[config.mk]
export PLATFORM = sky130hd
export DESIGN_NAME = mem_arbiter_rr
export DESIGN_NICKNAME = d
export VERILOG_FILES = /design/src/rtl/mem_arbiter_rr.sv
export SDC_FILE = /design/constraint.sdc
export NUM_CORES = 1
export LEC_CHECK = 0
export CORE_AREA = 10 10 283 285
export DETAILED_ROUTE_END_ITERATION = 6
export DIE_AREA = 0 0 293 295
export GPL_ROUTABILITY_DRIVEN = 0
export HOLD_SLACK_MARGIN = 0.06
export PLACE_DENSITY = 0.57
export SLEW_MARGIN = 20
export SYNTH_ARGS = -nofsm -noshare
export SYNTH_HDL_FRONTEND = slang
export SYNTH_SLANG_ARGS = --single-unit
[constraint.sdc]
create_clock -name clk_i -period 1.6 [get_ports clk_i]
set_input_delay 0.32 -clock clk_i [delete_from_list [all_inputs] [get_ports clk_i]]
set_output_delay 0.32 -clock clk_i [all_outputs]
set_load 0.02 [all_outputs]
[src/rtl/mem_arbiter_rr.sv]
// N-port cache-line memory arbiter: one transaction at a time onto a cs/handshaked/rvalid port.
// Define MEM_ARB_ROUND_ROBIN_EN for round-robin selection; otherwise fixed priority (lowest index).

module mem_arb_port #(
  parameter int ADDR_WIDTH = 32,
  parameter int DATA_WIDTH = 128
) (
  input  logic                  clk_i,
  input  logic                  rst_ni,
  input  logic                  sel_i,
  input  logic [ADDR_WIDTH-1:0] addr_i,
  input  logic [DATA_WIDTH-1:0] wdata_i,
  input  logic                  we_i,
  input  logic                  grant_i,
  input  logic                  resp_fire_i,
  output logic [ADDR_WIDTH-1:0] addr_o,
  output logic [DATA_WIDTH-1:0] wdata_o,
  output logic                  we_o,
  output logic                  rvalid_o
);
  logic rvalid_q;

  // Masked contributions; the top ORs all ports together as a one-hot mux.
  assign addr_o  = sel_i ? addr_i  : '0;
  assign wdata_o = sel_i ? wdata_i : '0;
  assign we_o    = sel_i & we_i;

  always_ff @(posedge clk_i or negedge rst_ni) begin
    if (!rst_ni) rvalid_q <= 1'b0;
    else         rvalid_q <= resp_fire_i & grant_i;
  end

  assign rvalid_o = rvalid_q;
endmodule

module mem_arbiter_rr #(
  parameter int NUM_PORTS  = 2,
  parameter int ADDR_WIDTH = 32,
  parameter int DATA_WIDTH = 128
) (
  input  logic                            clk_i,
  input  logic                            rst_ni,
  input  logic [NUM_PORTS-1:0]            req_cs_i,
  input  logic [NUM_PORTS-1:0]            req_we_i,
  input  logic [NUM_PORTS*ADDR_WIDTH-1:0] req_addr_i,
  input  logic [NUM_PORTS*DATA_WIDTH-1:0] req_wdata_i,
  output logic [DATA_WIDTH-1:0]           req_rdata_o,
  output logic [NUM_PORTS-1:0]            req_rvalid_o,
  output logic [ADDR_WIDTH-1:0]           addr_o,
  output logic [DATA_WIDTH-1:0]           wdata_o,
  output logic                            we_o,
  output logic                            cs_o,
  input  logic [DATA_WIDTH-1:0]           rdata_i,
  input  logic                            rvalid_i,
  input  logic                            handshaked_i,
  output logic [NUM_PORTS-1:0]            grant_o,
  output logic                            busy_o
);
  typedef enum logic [1:0] {IDLE, REQ, WAIT, RESP} state_e;

  state_e                  state_q, state_d;
  logic [NUM_PORTS-1:0]    grant_q, grant_d;
  logic [ADDR_WIDTH-1:0]   addr_q, addr_d;
  logic [DATA_WIDTH-1:0]   wdata_q, wdata_d;
  logic [DATA_WIDTH-1:0]   rdata_q, rdata_d;
  logic                    we_q, we_d;
  logic                    cs_q, cs_d;
  logic                    busy_q, busy_d;
  logic                    resp_fire;

  logic [NUM_PORTS-1:0]                 win_oh;
  logic [NUM_PORTS-1:0][ADDR_WIDTH-1:0] port_addr;
  logic [NUM_PORTS-1:0][DATA_WIDTH-1:0] port_wdata;
  logic [NUM_PORTS-1:0]                 port_we;
  logic [NUM_PORTS-1:0]                 port_rvalid;
  logic [ADDR_WIDTH-1:0]                win_addr;
  logic [DATA_WIDTH-1:0]                win_wdata;
  logic                                 win_we;

`ifdef MEM_ARB_ROUND_ROBIN_EN
  localparam int PW = $clog2(NUM_PORTS);
  logic [PW-1:0] ptr_q, ptr_d;

  // Search starts just above the last winner, so that port becomes lowest priority.
  always_comb begin
    int   idx;
    logic found;
    win_oh = '0;
    found  = 1'b0;
    for (int i = 1; i <= NUM_PORTS; i++) begin
      idx = (int'(ptr_q) + i) % NUM_PORTS;
      if (!found && req_cs_i[idx]) begin
        win_oh[idx] = 1'b1;
        found       = 1'b1;
      end
    end
  end

  always_comb begin
    ptr_d = ptr_q;
    if (state_q == IDLE) begin
      for (int k = 0; k < NUM_PORTS; k++) begin
        if (win_oh[k]) ptr_d = PW'(k);
      end
    end
  end

  always_ff @(posedge clk_i or negedge rst_ni) begin
    if (!rst_ni) ptr_q <= PW'(NUM_PORTS - 1);
    else         ptr_q <= ptr_d;
  end
`else
  // Isolate the lowest set request bit.
  assign win_oh = req_cs_i & (~req_cs_i + NUM_PORTS'(1));
`endif

  assign resp_fire = (state_d == RESP);

  for (genvar k = 0; k < NUM_PORTS; k++) begin : g_port
    mem_arb_port #(
      .ADDR_WIDTH (ADDR_WIDTH),
      .DATA_WIDTH (DATA_WIDTH)
    ) u_port (
      .clk_i       (clk_i),
      .rst_ni      (rst_ni),
      .sel_i       (win_oh[k]),
      .addr_i      (req_addr_i[k*ADDR_WIDTH +: ADDR_WIDTH]),
      .wdata_i     (req_wdata_i[k*DATA_WIDTH +: DATA_WIDTH]),
      .we_i        (req_we_i[k]),
      .grant_i     (grant_q[k]),
      .resp_fire_i (resp_fire),
      .addr_o      (port_addr[k]),
      .wdata_o     (port_wdata[k]),
      .we_o        (port_we[k]),
      .rvalid_o    (port_rvalid[k])
    );
  end

  always_comb begin
    win_addr  = '0;
    win_wdata = '0;
    for (int k = 0; k < NUM_PORTS; k++) begin
      win_addr  = win_addr  | port_addr[k];
      win_wdata = win_wdata | port_wdata[k];
    end
  end

  assign win_we = |port_we;

  always_comb begin
    state_d = state_q;
    grant_d = grant_q;
    addr_d  = addr_q;
    wdata_d = wdata_q;
    we_d    = we_q;
    cs_d    = cs_q;
    rdata_d = rdata_q;
    unique case (state_q)
      IDLE: begin
        if (|req_cs_i) begin
          state_d = REQ;
          grant_d = win_oh;
          addr_d  = win_addr;
          wdata_d = win_wdata;
          we_d    = win_we;
          cs_d    = 1'b1;
        end
      end
      REQ: begin
        if (handshaked_i) begin
          cs_d = 1'b0;
          if (rvalid_i) begin
            rdata_d = rdata_i;
            state_d = RESP;
          end else begin
            state_d = WAIT;
          end
        end
      end
      WAIT: begin
        if (rvalid_i) begin
          rdata_d = rdata_i;
          state_d = RESP;
        end
      end
      RESP: begin
        state_d = IDLE;
        grant_d = '0;
      end
      default: state_d = IDLE;
    endcase
    busy_d = (state_d != IDLE);
  end

  always_ff @(posedge clk_i or negedge rst_ni) begin
    if (!rst_ni) begin
      state_q <= IDLE;
      grant_q <= '0;
      addr_q  <= '0;
      wdata_q <= '0;
      we_q    <= 1'b0;
      cs_q    <= 1'b0;
      rdata_q <= '0;
      busy_q  <= 1'b0;
    end else begin
      state_q <= state_d;
      grant_q <= grant_d;
      addr_q  <= addr_d;
      wdata_q <= wdata_d;
      we_q    <= we_d;
      cs_q    <= cs_d;
      rdata_q <= rdata_d;
      busy_q  <= busy_d;
    end
  end

  assign req_rdata_o  = rdata_q;
  assign req_rvalid_o = port_rvalid;
  assign addr_o       = addr_q;
  assign wdata_o      = wdata_q;
  assign we_o         = we_q;
  assign cs_o         = cs_q;
  assign grant_o      = grant_q;
  assign busy_o       = busy_q;
endmodule

After elaboration in Yosys (flattened, before gate mapping)
Cells that the tools add are included.
Word-level totals
  bits of input ports: 456
  output and inout bits: 295
  word-level logic and storage cells: 53
  register bits after elaboration: 297
Operators by class
  muxes and demuxes: 17
  add/sub/neg operators: 1
  equal/unequal tests: 6
  bitwise operators: 8
  reduce and logical (&&, ||, !) cells: 11
Operators by type and width (number)
  128-bit two-way mux: 4
  128-bit case mux with 2 select lines: 1
  128-bit bitwise OR: 1
  32-bit two-way mux: 2
  32-bit bitwise OR: 1
  2-bit two-way mux: 4
  2-bit case mux with 4 select lines: 1
  2-bit nonzero test: 4
  2-bit equality test (second input constant): 3
  2-bit AND reduction: 3
  1-bit AND: 4
  2-bit != test (second input constant): 2
  2-bit case mux with 2 select lines: 1
  2-bit OR reduction: 2
  1-bit two-way mux: 3
  3-bit AND reduction: 1
  2-bit by 1-bit adder with 2-bit output (second input constant): 1
  2-bit AND: 1
  2-bit by 1-bit equality test with 1-bit output (second input constant): 1
  2-bit zero test: 1
  2-bit NOT: 1
  1-bit case mux with 2 select lines: 1

Depth between registers and ports, before layout
Gate-level depths: netlist of the first run.
  word-level depth: 5
  depth in mapped cells: 6
  depth with buffers taken out: 3

By module
A second synthesis of the first run with hierarchy kept.
Unflattened totals
  cell total of the unflattened synthesis: 1797
  area total of the unflattened synthesis: 16838.6 um^2
By module, submodules not included
  mem_arbiter_rr: times used 1, cells an instance 1437, area an instance 14466.4 um^2
  mem_arb_port: times used 2, cells an instance 180, area an instance 1186.1 um^2

Worst setup path after synthesis of the first run
No wires, ideal clock.
  path kind: reg-to-reg
  from: register state_q[1]
  to: register wdata_q[100] (netlist: wdata_o[100])
  path slack: 0.152 ns
  cell stages (with the launch flop): 7
  arrival: 1.316 ns
  path through: dfrtp_1 -> or2_1 -> buf_2 -> buf_2 -> buf_2 -> a22oi_1 -> o21ai_1
Between the ends
  cells in the longest elaborated chain, start to end: 2
RTL lines
  start: declaration: RTL line 61  | state_e state_q, state_d;
  start signal: assignment: RTL line 206  | state_q <= state_d;
  2-bit zero test: RTL line 158  | unique case (state_q)
  2-bit AND reduction (no line)
  end signal: assignment: RTL line 209  | wdata_q <= wdata_d;
  end: declaration: RTL line 64  | logic [DATA_WIDTH-1:0] wdata_q, wdata_d;
Every way passes these cells.
A chain may end at the register's enable or synchronous reset.

Final worst setup path of the first run
  from: register state_q[0]
  to: register wdata_q[33] (netlist: wdata_o[33])
Same word-level chain as after synthesis.

==> flow_summary.json, run 1 <==
{
  "outcome": "finished with violations",
  "violations": "setup timing",
  "drtIter0Drc": 1489,
  "critPathRequiredTime_ps": 2020,
  "syn_inst": 1696,
  "slowest_stage": "dfrtp_2",
  "dpl.hpwl_mm": 61.2,
  "irDropWorstVdd_mv": 0.947,
  "drc_errors": 0,
  "worstPathMaxFanout": 16,
  "reg2reg_depth": 5,
  "grt_pass1_vias": 18600,
  "crit_chain": "or2_4, buf_16, clkbuf_16, a22oi_2, o21ai_1",
  "syn_area_per_cell_sq_um": 9.46,
  "period_needed_ps": 1660,
  "cts_root_buf": "clkbuf_16",
  "worstSetupPathType": "register to register",
  "rr_endpoint": "wdata_o[33]",
  "dieHeight_um": 295,
  "drive_gt1_share_pct": 28.5,
  "fin_ws_ps": -60.9,
  "antenna_found_initial": 16,
  "htreeDepth": 2,
  "worstSetupStartpoint": "state_q[0]",
  "tns_ps": -817,
  "clk_latency_ps": 560,
  "syn-num-nets": 2152,
  "io_buffers": 750,
  "routed_wl_mm": 90.7,
  "r2r-start": "state_q[0]",
  "slew_headroom_pct": 69.2,
  "cap_violations": 0,
  "core_area_sq_mm": 0.0742,
  "synthToLayoutAreaGrowth_pct": 73.8,
  "grt_pass1_wl_mm": 123,
  "grt_setup_unrepaired": "yes",
  "final_util_pct": 37.6,
  "routed_via_density": 5.47,
  "syn_area_sq_mm": 0.0160,
  "clk_pin_slew_worst_paths_ps": 60,
  "row_count": 100,
  "power.density_mw_per_mm2": 2070,
  "slew_viol_final": 0,
  "p_int_mw": 31.8,
  "ys_warn_count": 0,
  "track_usage_pct": 18.1,
  "path_delay_family": "flip-flops",
  "post_synth_num_cell_types": 30,
  "fin_nets": 2915,
  "wl_per_cell_um": 26.1,
  "clkPwrFrac_pct": 14.6,
  "setup_viol": 51,
  "endpoint_kind": "register",
  "arrival_ps": 2080,
  "grt_max_degree": 71,
  "r2r_setup_slack_ps": -60,
  "hold_violations": 0,
  "fmax_mhz": 602,
  "io_pins": 751,
  "num_vias": 19000,
  "power.leakage_nw": 10.8,
  "drtAntennaViolNets": 0,
  "start_util_pct": 21.6,
  "numCtsBuffers": 39,
  "p_switching_mw": 25.9,
  "die-area_sq_mm": 0.0864,
  "grt_overflow": 0,
  "cts_tree": "done",
  "startpoint_type": "register",
  "hold_path.class": "input pin to async pin",
  "tightest_slew_ps": 462,
  "timing.critical_path.slowest_cell_delay_ps": 440,
  "cts_sinks": 297,
  "pwr-share-comb_pct": 58.5,
  "fin_skew_ps": 20.4,
  "crit_buf_inv": 2,
  "fin_crit_sh_pct": 104,
  "die_x_um": 293,
  "firstDrtPassIters": 5,
  "synth-seq-cells": 297,
  "p_sw_share_pct": 44.8,
  "yosysSeqAreaShare_pct": 46.3,
  "clk_path_buf_depth": 3,
  "p_seq_share_pct": 26.9
}
==> flip-flops by register name, indices dropped and copies added, names as in the netlist <==
| register | flops |
|---|---|
| addr_o | 32 |
| grant_o | 2 |
| wdata_o | 128 |
| we_o | 1 |
| cs_o | 1 |
| req_rdata_o | 128 |
| busy_o | 1 |
| g_port.u_port.rvalid_o | 2 |
| state_q | 2 |
==> logic make-up (layout without fill, tap and decap cells) <==
family / after synthesis / count (layout) / share of synthesized area [%]
and+or+nand+nor: 304 / 306 / 7.98
buffers and inverters: 217 / 1003 / 6.64
muxes: 1 / 1 / 0.0624
DFF: 297 / 297 / 46.3
AOI/OAI and AO/OA: 877 / 877 / 39.0
other: 0 / 18 / 0
==> cell usage in the layout (no fill, tap or decap), drive strengths merged, types with 2 or more instances in the layout <==
cell	count
buf	324
nand2b	3
a31oi	47
a2bb2oi	115
clkdlybuf4s15	121
nor2b	47
clkdlybuf4s50	451
o211ai	2
and3	2
clkinv	11
nand2	117
diode	18
o22ai	128
nor2	132
o21ai	165
o32ai	128
dfrtp	297
a22oi	162
a211oi	128
inv	6
clkbuf	88
==> Yosys cell counts <==
master | count | share of area (%)
dfrtp_1 | 297 | 46
a22oi_1 | 162 | 7.6
o21ai_1 | 146 | 4.6
nor2_1 | 132 | 3.1
a211oi_1 | 128 | 6.0
o22ai_1 | 128 | 5.0
o32ai_1 | 128 | 7.0
nand2_1 | 116 | 2.7
a2bb2oi_1 | 115 | 6.3
buf_2 | 107 | 3.3
clkbuf_1 | 81 | 1.9
a31oi_1 | 47 | 1.8
nor2b_1 | 47 | 1.8
o21ai_0 | 19 | 0.59
buf_6 | 12 | 0.84
buf_4 | 7 | 0.33
buf_1 | 5 | 0.12
inv_1 | 4 | 0.094
and3_1 | 2 | 0.078
nand2b_1 | 2 | 0.078
o211ai_1 | 2 | 0.094
a21oi_1 | 1 | 0.031
a221oi_1 | 1 | 0.055
and2_1 | 1 | 0.039
inv_2 | 1 | 0.023
mux2i_1 | 1 | 0.062
nand3_1 | 1 | 0.031
nor3_1 | 1 | 0.031
nor3b_1 | 1 | 0.047
or2_1 | 1 | 0.039
==> timing repair <==
| action | in CTS | in global routing |
|---|---|---|
| buffers inserted | 13 | 10 |
| endpoints found under the hold margin | 144 | 0 |
| cloned | 3 | 35 |
| gates resized for setup | 1039 | 288 |
| hold buffers | 1 | 0 |
| setup endpoints to repair | 452 | 332 |
| pin swaps | 7 | 59 |
==> per-stage QoR <==
stage | total power [mW] | std cells | cell area (sq um) | hold WS, ps | setup WS (ps)
2_1_floorplan | 31.2 | 1696 | 16000 | 24.4 | 152
5_1_grt | 60.8 | 3469 | 27900 | 207 | -102
3_3_place_gp | 45.7 | 3327 | 25200 | 190 | -285
3_5_place_dp | 46.5 | 3327 | 25200 | 189 | -371
6_report | 57.7 | 3471 | 27900 | 225 | -60.9
4_1_cts | 53.6 | 3410 | 26300 | 201 | -51.6
==> worst reg2reg max path, stage by stage (launching register included) <==
cell	delay, ps
dfrtp_2	440
or2_4	300
buf_16	180
clkbuf_16	340
a22oi_2	190
o21ai_1	100
==> layout make-up <==
cell class,count,area [sq um]
antenna,18,45.0
clock buffer,53,1070
clock inverter,13,105
fill,7324,46300
inverter,5,22.5
multi-input combinational,1184,8470
sequential,297,7430
tap,969,1210
timing repair buffer,932,9530
==> metal layers <==
metal | part of all wire (%) | up-vias | GRT usage (%)
met3 | 7.3 | 154 | 4.27
met1 | 40 | 9707 | 22.2
met2 | 50 | 888 | 30.6
met5 | 0 | - | 0
met4 | 3.5 | 0 | 7.15
li1 | - | 8253 | -
==> worst max path at each step <==
stage / to / slack [ps] / depth (start not counted)
6_report: wdata_o[33] / -60 / 5
5_1_grt: req_rdata_o[65] / -100 / 7
4_1_cts: req_rdata_o[118] / -50 / 6
3_5_place_dp: req_rdata_o[118] / -370 / 5
3_3_place_gp: req_rdata_o[118] / -290 / 5
2_1_floorplan: wdata_o[100] / 150 / 6
==> power groups by stage <==
stage / Clock [mW] / Combinational, mW / Sequential [mW]
after CTS: 8.66 / 29.8 / 15.2
after global placement: 0 / 30.6 / 15.1
after detailed placement: 0 / 31.2 / 15.3
after floorplan: 0 / 12.1 / 19.1
final: 8.41 / 33.8 / 15.5
after global routing: 8.95 / 35.8 / 16.0
Power figures use the tool's default switching activity.
==> run 2, diff against run 1 <==
--- a/config.mk
+++ b/config.mk
@@ -5,9 +5,9 @@
 export SDC_FILE = /design/constraint.sdc
 export NUM_CORES = 1
 export LEC_CHECK = 0
-export CORE_AREA = 10 10 283 285
+export CORE_AREA = 10 10 282 284
 export DETAILED_ROUTE_END_ITERATION = 6
-export DIE_AREA = 0 0 293 295
+export DIE_AREA = 0 0 292 294
 export GPL_ROUTABILITY_DRIVEN = 0
 export HOLD_SLACK_MARGIN = 0.06
 export PLACE_DENSITY = 0.57
==> flow_summary.json, run 2 (same netlist as run 1, synthesis figures left out) <==
{
  "io_buffers": 750,
  "cap_violations": 0,
  "fin_crit_sh_pct": 104,
  "multi_input_area_sq_mm": 0.00809,
  "r2r-start": "state_q[0]",
  "hold_path.class": "input pin to async pin",
  "numCtsBuffers": 39,
  "drtAntennaViolNets": 0,
  "grt_pass1_vias": 18500,
  "stdcell_area_sq_mm": 0.0274,
  "routed_via_density": 5.43,
  "drtIter0Drc": 1449,
  "cpMostUsedCell": "buf_4",
  "final_common_cell": "clkdlybuf4s50_1",
  "firstDrtPassIters": 6,
  "slowest_stage": "dfrtp_2",
  "fin_nets": 2916,
  "htreeDepth": 2,
  "grt_max_degree": 81,
  "fin_skew_ps": 9.98,
  "setup_viol": 90,
  "grt_pass1_wl_mm": 123,
  "synthToLayoutAreaGrowth_pct": 71.1,
  "num_vias": 18900,
  "row_count": 100,
  "slew_headroom_pct": 62.4,
  "regArea_sq_mm": 0.00744,
  "grt_setup_unrepaired": "yes",
  "io_pins": 751,
  "rr_endpoint": "req_rdata_o[38]",
  "cts_tree": "done",
  "irDropWorstVdd_mv": 0.936,
  "die_x_um": 292,
  "cts_sinks": 297,
  "dpl.hpwl_mm": 61.8,
  "power.leakage_nw": 10.7,
  "hold_ws_ps": 222,
  "placed_cell_area_sq_mm": 0.0252,
  "slew_viol_final": 0,
  "power.density_mw_per_mm2": 2050,
  "fin_ws_ps": -57.6,
  "track_usage_pct": 18.1,
  "crit_chain": "buf_4, buf_4, nand3_4, buf_12, clkbuf_16, o22ai_1, a211oi_1",
  "pre_cts_slack_ps": -298,
  "worstSetupPathType": "register to register",
  "endpoint_kind": "register",
  "start_util_pct": 21.7,
  "wl_per_cell_um": 25.6,
  "tightest_slew_ps": 565,
  "routed_wl_mm": 88.9,
  "clk_pin_slew_worst_paths_ps": 60,
  "fmax_mhz": 603,
  "violations": "setup timing",
  "critPathRequiredTime_ps": 2050,
  "die-area_sq_mm": 0.0858,
  "cts_root_buf": "clkbuf_16",
  "antenna_found_initial": 12,
  "arrival_ps": 2110,
  "clk_latency_ps": 550,
  "drc_errors": 0,
  "hold_violations": 0,
  "reg2reg_depth": 7,
  "worstPathMaxFanout": 20,
  "grt_overflow": 0,
  "startpoint_type": "register",
  "layout_common_cells": "451 x clkdlybuf4s50_1, 294 x dfrtp_1, 154 x o21ai_1, 143 x buf_2, 131 x nor2_1",
  "nFillCells": 7356,
  "clk_path_buf_depth": 3,
  "r2r_setup_slack_ps": -60,
  "tns_ps": -1990,
  "core_area_sq_mm": 0.0739,
  "timing.critical_path.slowest_cell_delay_ps": 450,
  "dieHeight_um": 294,
  "period_needed_ps": 1660,
  "outcome": "finished with violations",
  "drive_gt1_share_pct": 25.9
}
==> run 2: what timing repair did <==
action                                   CTS  global route
buffers inserted                           5            26
cloned                                     2            26
endpoints found under the hold margin    154             0
hold buffers                               1             0
pin swaps                                  0            42
gates resized for setup                 1022           207
endpoints found under the setup margin   556           321
==> run 2: power breakdown <==
group          internal, mW  leakage, nW  total [mW]  switching, mW
clock network          5.44        0.632        9.03           3.60
registers              11.5         3.54        15.4           3.94
logic                  14.5         6.52        31.8           17.4
==> run 2: metal layers <==
| metal | track usage, % | part of all wire (%) | vias to the layer above | wire [um] |
|---|---|---|---|---|
| met5 | 0 | 0 | - | 0 |
| met4 | 6.21 | 3.1 | 0 | 2740 |
| met3 | 4.13 | 7.4 | 156 | 6600 |
| met2 | 31.0 | 50 | 918 | 44000 |
| met1 | 22.1 | 40 | 9536 | 35600 |
| li1 | - | - | 8244 | - |
==> run 2: how the worst max path moves through the flow <==
stage | endpoint | slack (ps) | from | cells after the start
after floorplan | wdata_o[100] | 150 | state_q[1] | 6
after global placement | req_rdata_o[66] | -230 | handshaked_i | 5
final | req_rdata_o[38] | -60 | state_q[0] | 7
after detailed placement | req_rdata_o[30] | -300 | handshaked_i | 5
after CTS | addr_o[15] | -60 | state_q[0] | 6
after global routing | addr_o[9] | -130 | state_q[0] | 7
==> run 2: layout make-up <==
class | instances | area share [%]
Sequential cell | 297 | 27.1
Clock inverter | 9 | 0.392
Timing Repair Buffer | 935 | 34.1
Tap cell | 969 | 4.42
Antenna cell | 11 | 0.100
Clock buffer | 61 | 4.34
Inverter | 5 | 0.0958
Multi-Input combinational cell | 1182 | 29.5
==> run 2: critical path: cells and delay by family (launching register included) <==
kind / cells / cell delay, ps
flip-flops: 1 / 450
buffers and inverters: 4 / 670
AO/OA/AOI/OAI: 2 / 330
AND/OR/NAND/NOR: 1 / 80
==> run 2: stage by stage <==
step	utilization (%)	cells	power (mW)
2_1_floorplan	-	1696	31.2
3_3_place_gp	34.0	3329	45.8
3_5_place_dp	34.0	3329	46.5
4_1_cts	35.7	3407	54.3
5_1_grt	37.1	3468	59.4
6_report	37.1	3469	56.3
==> run 3, diff against run 2 <==
--- a/config.mk
+++ b/config.mk
@@ -5,12 +5,14 @@
 export SDC_FILE = /design/constraint.sdc
 export NUM_CORES = 1
 export LEC_CHECK = 0
-export CORE_AREA = 10 10 282 284
+export ABC_AREA = 1
+export CORE_AREA = 10 10 286 288
 export DETAILED_ROUTE_END_ITERATION = 6
-export DIE_AREA = 0 0 292 294
+export DIE_AREA = 0 0 296 298
 export GPL_ROUTABILITY_DRIVEN = 0
 export HOLD_SLACK_MARGIN = 0.06
-export PLACE_DENSITY = 0.57
+export PLACE_DENSITY = 0.52
+export SKIP_CTS_REPAIR_TIMING = 1
 export SLEW_MARGIN = 20
 export SYNTH_ARGS = -nofsm -noshare
 export SYNTH_HDL_FRONTEND = slang
==> constraint.sdc (replaced) <==
create_clock -name clk_i -period 1.9 [get_ports clk_i]
set_input_delay 0.38 -clock clk_i [delete_from_list [all_inputs] [get_ports clk_i]]
set_output_delay 0.38 -clock clk_i [all_outputs]
set_load 0.02 [all_outputs]
==> flow_summary.json, run 3 <==
{
  "outcome": "completed",
  "fin_nets": 3007,
  "clk_latency_ps": 560,
  "slew_headroom_pct": 63.8,
  "track_usage_pct": 14.2,
  "clk_path_buf_depth": 3,
  "drc_errors": 0,
  "slew_viol_final": 0,
  "die_x_um": 296,
  "syn_inst": 1812,
  "clk_pin_slew_worst_paths_ps": 60,
  "synthToLayoutAreaGrowth_pct": 81.1,
  "htreeDepth": 2,
  "placedCellCount": 3488,
  "finalNonFillerCells": 3562,
  "yosys_most_used_dff": "dfrtp_1",
  "dieHeight_um": 298,
  "fmax_mhz": 571,
  "wl_per_cell_um": 18.8,
  "tightest_slew_ps": 543,
  "syn-num-nets": 2268,
  "fin_ws_ps": 150,
  "synth.most_common_cell": "nand2_1",
  "firstDrtPassIters": 5,
  "drtIter0Drc": 672,
  "dpl.hpwl_mm": 51.4,
  "row_count": 101,
  "grt_overflow": 0,
  "worstPathMaxFanout": 45,
  "drtAntennaViolNets": 0,
  "cts_tree": "done",
  "synth-edff-count": 0,
  "syn_area_sq_mm": 0.0137,
  "numCtsBuffers": 38,
  "die-area_sq_mm": 0.0882,
  "hold_violations": 0,
  "synth_top_area_share_pct": 54.4,
  "postSynth.asyncResetShare_pct": 100,
  "start_util_pct": 18.0,
  "routed_wl_mm": 66.8,
  "final_common_cell": "nand2_1",
  "grt_pass1_vias": 14900,
  "core_area_sq_mm": 0.0757,
  "grt_pass1_wl_mm": 97.1,
  "grt_setup_unrepaired": "no",
  "post_synth_num_cell_types": 14,
  "fin_crit_sh_pct": 92.1,
  "layout_common_cells": "1072 x nand2_1, 451 x clkdlybuf4s50_1, 297 x dfrtp_1, 295 x dlymetal6s2s_1, 293 x nand3_1",
  "syn_area_per_cell_sq_um": 7.54,
  "grt_max_degree": 103,
  "irDropWorstVdd_mv": 0.487,
  "routed_via_density": 4.08,
  "startpoint_type": "register",
  "pre_cts_slack_ps": 71.9,
  "cap_violations": 0,
  "power.leakage_nw": 15.5,
  "hold_path.class": "input pin to register",
  "critPathRequiredTime_ps": 2380,
  "fin_skew_ps": 20.1,
  "io_buffers": 750,
  "finalPower_mw": 35.4,
  "cts_sinks": 297,
  "cts_root_buf": "clkbuf_16",
  "worstSetupPathType": "register to register",
  "synth_common_cells": "1074 x nand2_1, 297 x dfrtp_1, 293 x nand3_1",
  "drive_gt1_share_pct": 5.93,
  "yosys-top-cells-area": "dfrtp_1 54%, nand2_1 30%, nand3_1 11%",
  "num_vias": 14500,
  "power.density_mw_per_mm2": 1430,
  "synth-seq-cells": 297,
  "io_pins": 751,
  "ys_warn_count": 0,
  "antenna_found_initial": 8,
  "period_needed_ps": 1750,
  "arrival_ps": 2230,
  "setup_viol": 0,
  "synth_top_cell_by_area": "dfrtp_1",
  "yosysSeqAreaShare_pct": 54.4,
  "endpoint_kind": "register"
}
## run 3: area by class of cell
| class | count | area (sq um) |
|---|---|---|
| repair buffers | 833 | 9150 |
| multi-input cells | 1374 | 5560 |
| inverters | 7 | 36.3 |
| diodes | 3 | 7.51 |
| clock buffers | 59 | 1150 |
| fillers | 8061 | 51000 |
| clock inverters | 11 | 178 |
| flip-flops and latches | 297 | 7430 |
| well taps | 978 | 1220 |
## run 3: power by group
group | switching (mW) | leakage, nW | total, mW | internal, mW
Sequential | 1.47 | 3.75 | 10.6 | 9.13
Clock | 3.00 | 0.650 | 7.62 | 4.62
Combinational | 9.95 | 11.1 | 17.2 | 7.21
## run 3: cells by family after synthesis
| family | Yosys count | synth area share (%) |
|---|---|---|
| compound gates | 1 | 0.0366 |
| buf+inv | 141 | 5.08 |
| flops | 297 | 54.4 |
| simple gates | 1373 | 40.5 |
## run 3: routing by layer
layer | GRT usage [%] | wire (um) | vias to the layer above | part of all wire, %
met4 | 4.39 | 1840 | 8 | 2.8
met2 | 24.0 | 31800 | 533 | 48
met1 | 16.5 | 26900 | 6744 | 40
met3 | 5.39 | 6250 | 91 | 9.4
met5 | 0 | 67 | - | 0.10
li1 | - | - | 7150 | -
## run 3: critical path, cell delays in order (launching register included)
cell	delay, ps
dfrtp_1	420
nor2_1	150
buf_4	190
nand2_8	90
inv_6	310
buf_4	290
nand2_1	80
nand2_1	60
## run 3: through the flow
step	hold WS, ps	utilization (%)	cell area [sq um]	setup TNS, ps
6_report	209	32.7	24700	0
5_1_grt	193	32.7	24700	0
4_1_cts	-364	31.7	24000	-21630
3_5_place_dp	267	29.9	22700	0
3_3_place_gp	271	29.9	22700	0
2_1_floorplan	84.4	-	13700	0
## run 3: worst paths after layout
path	start	end	slack, ps	depth (start not counted)
max	state_q[0]	wdata_o[90]	150	7
min	rvalid_i	req_rdata_o[4]	210	3
max reg2reg	state_q[0]	wdata_o[90]	150	7
min reg2reg	req_rdata_o[43]	req_rdata_o[43]	460	2
max in group asynchronous	rst_ni	req_rdata_o[120]	830	3
min in group asynchronous	rst_ni	req_rdata_o[61]	270	2
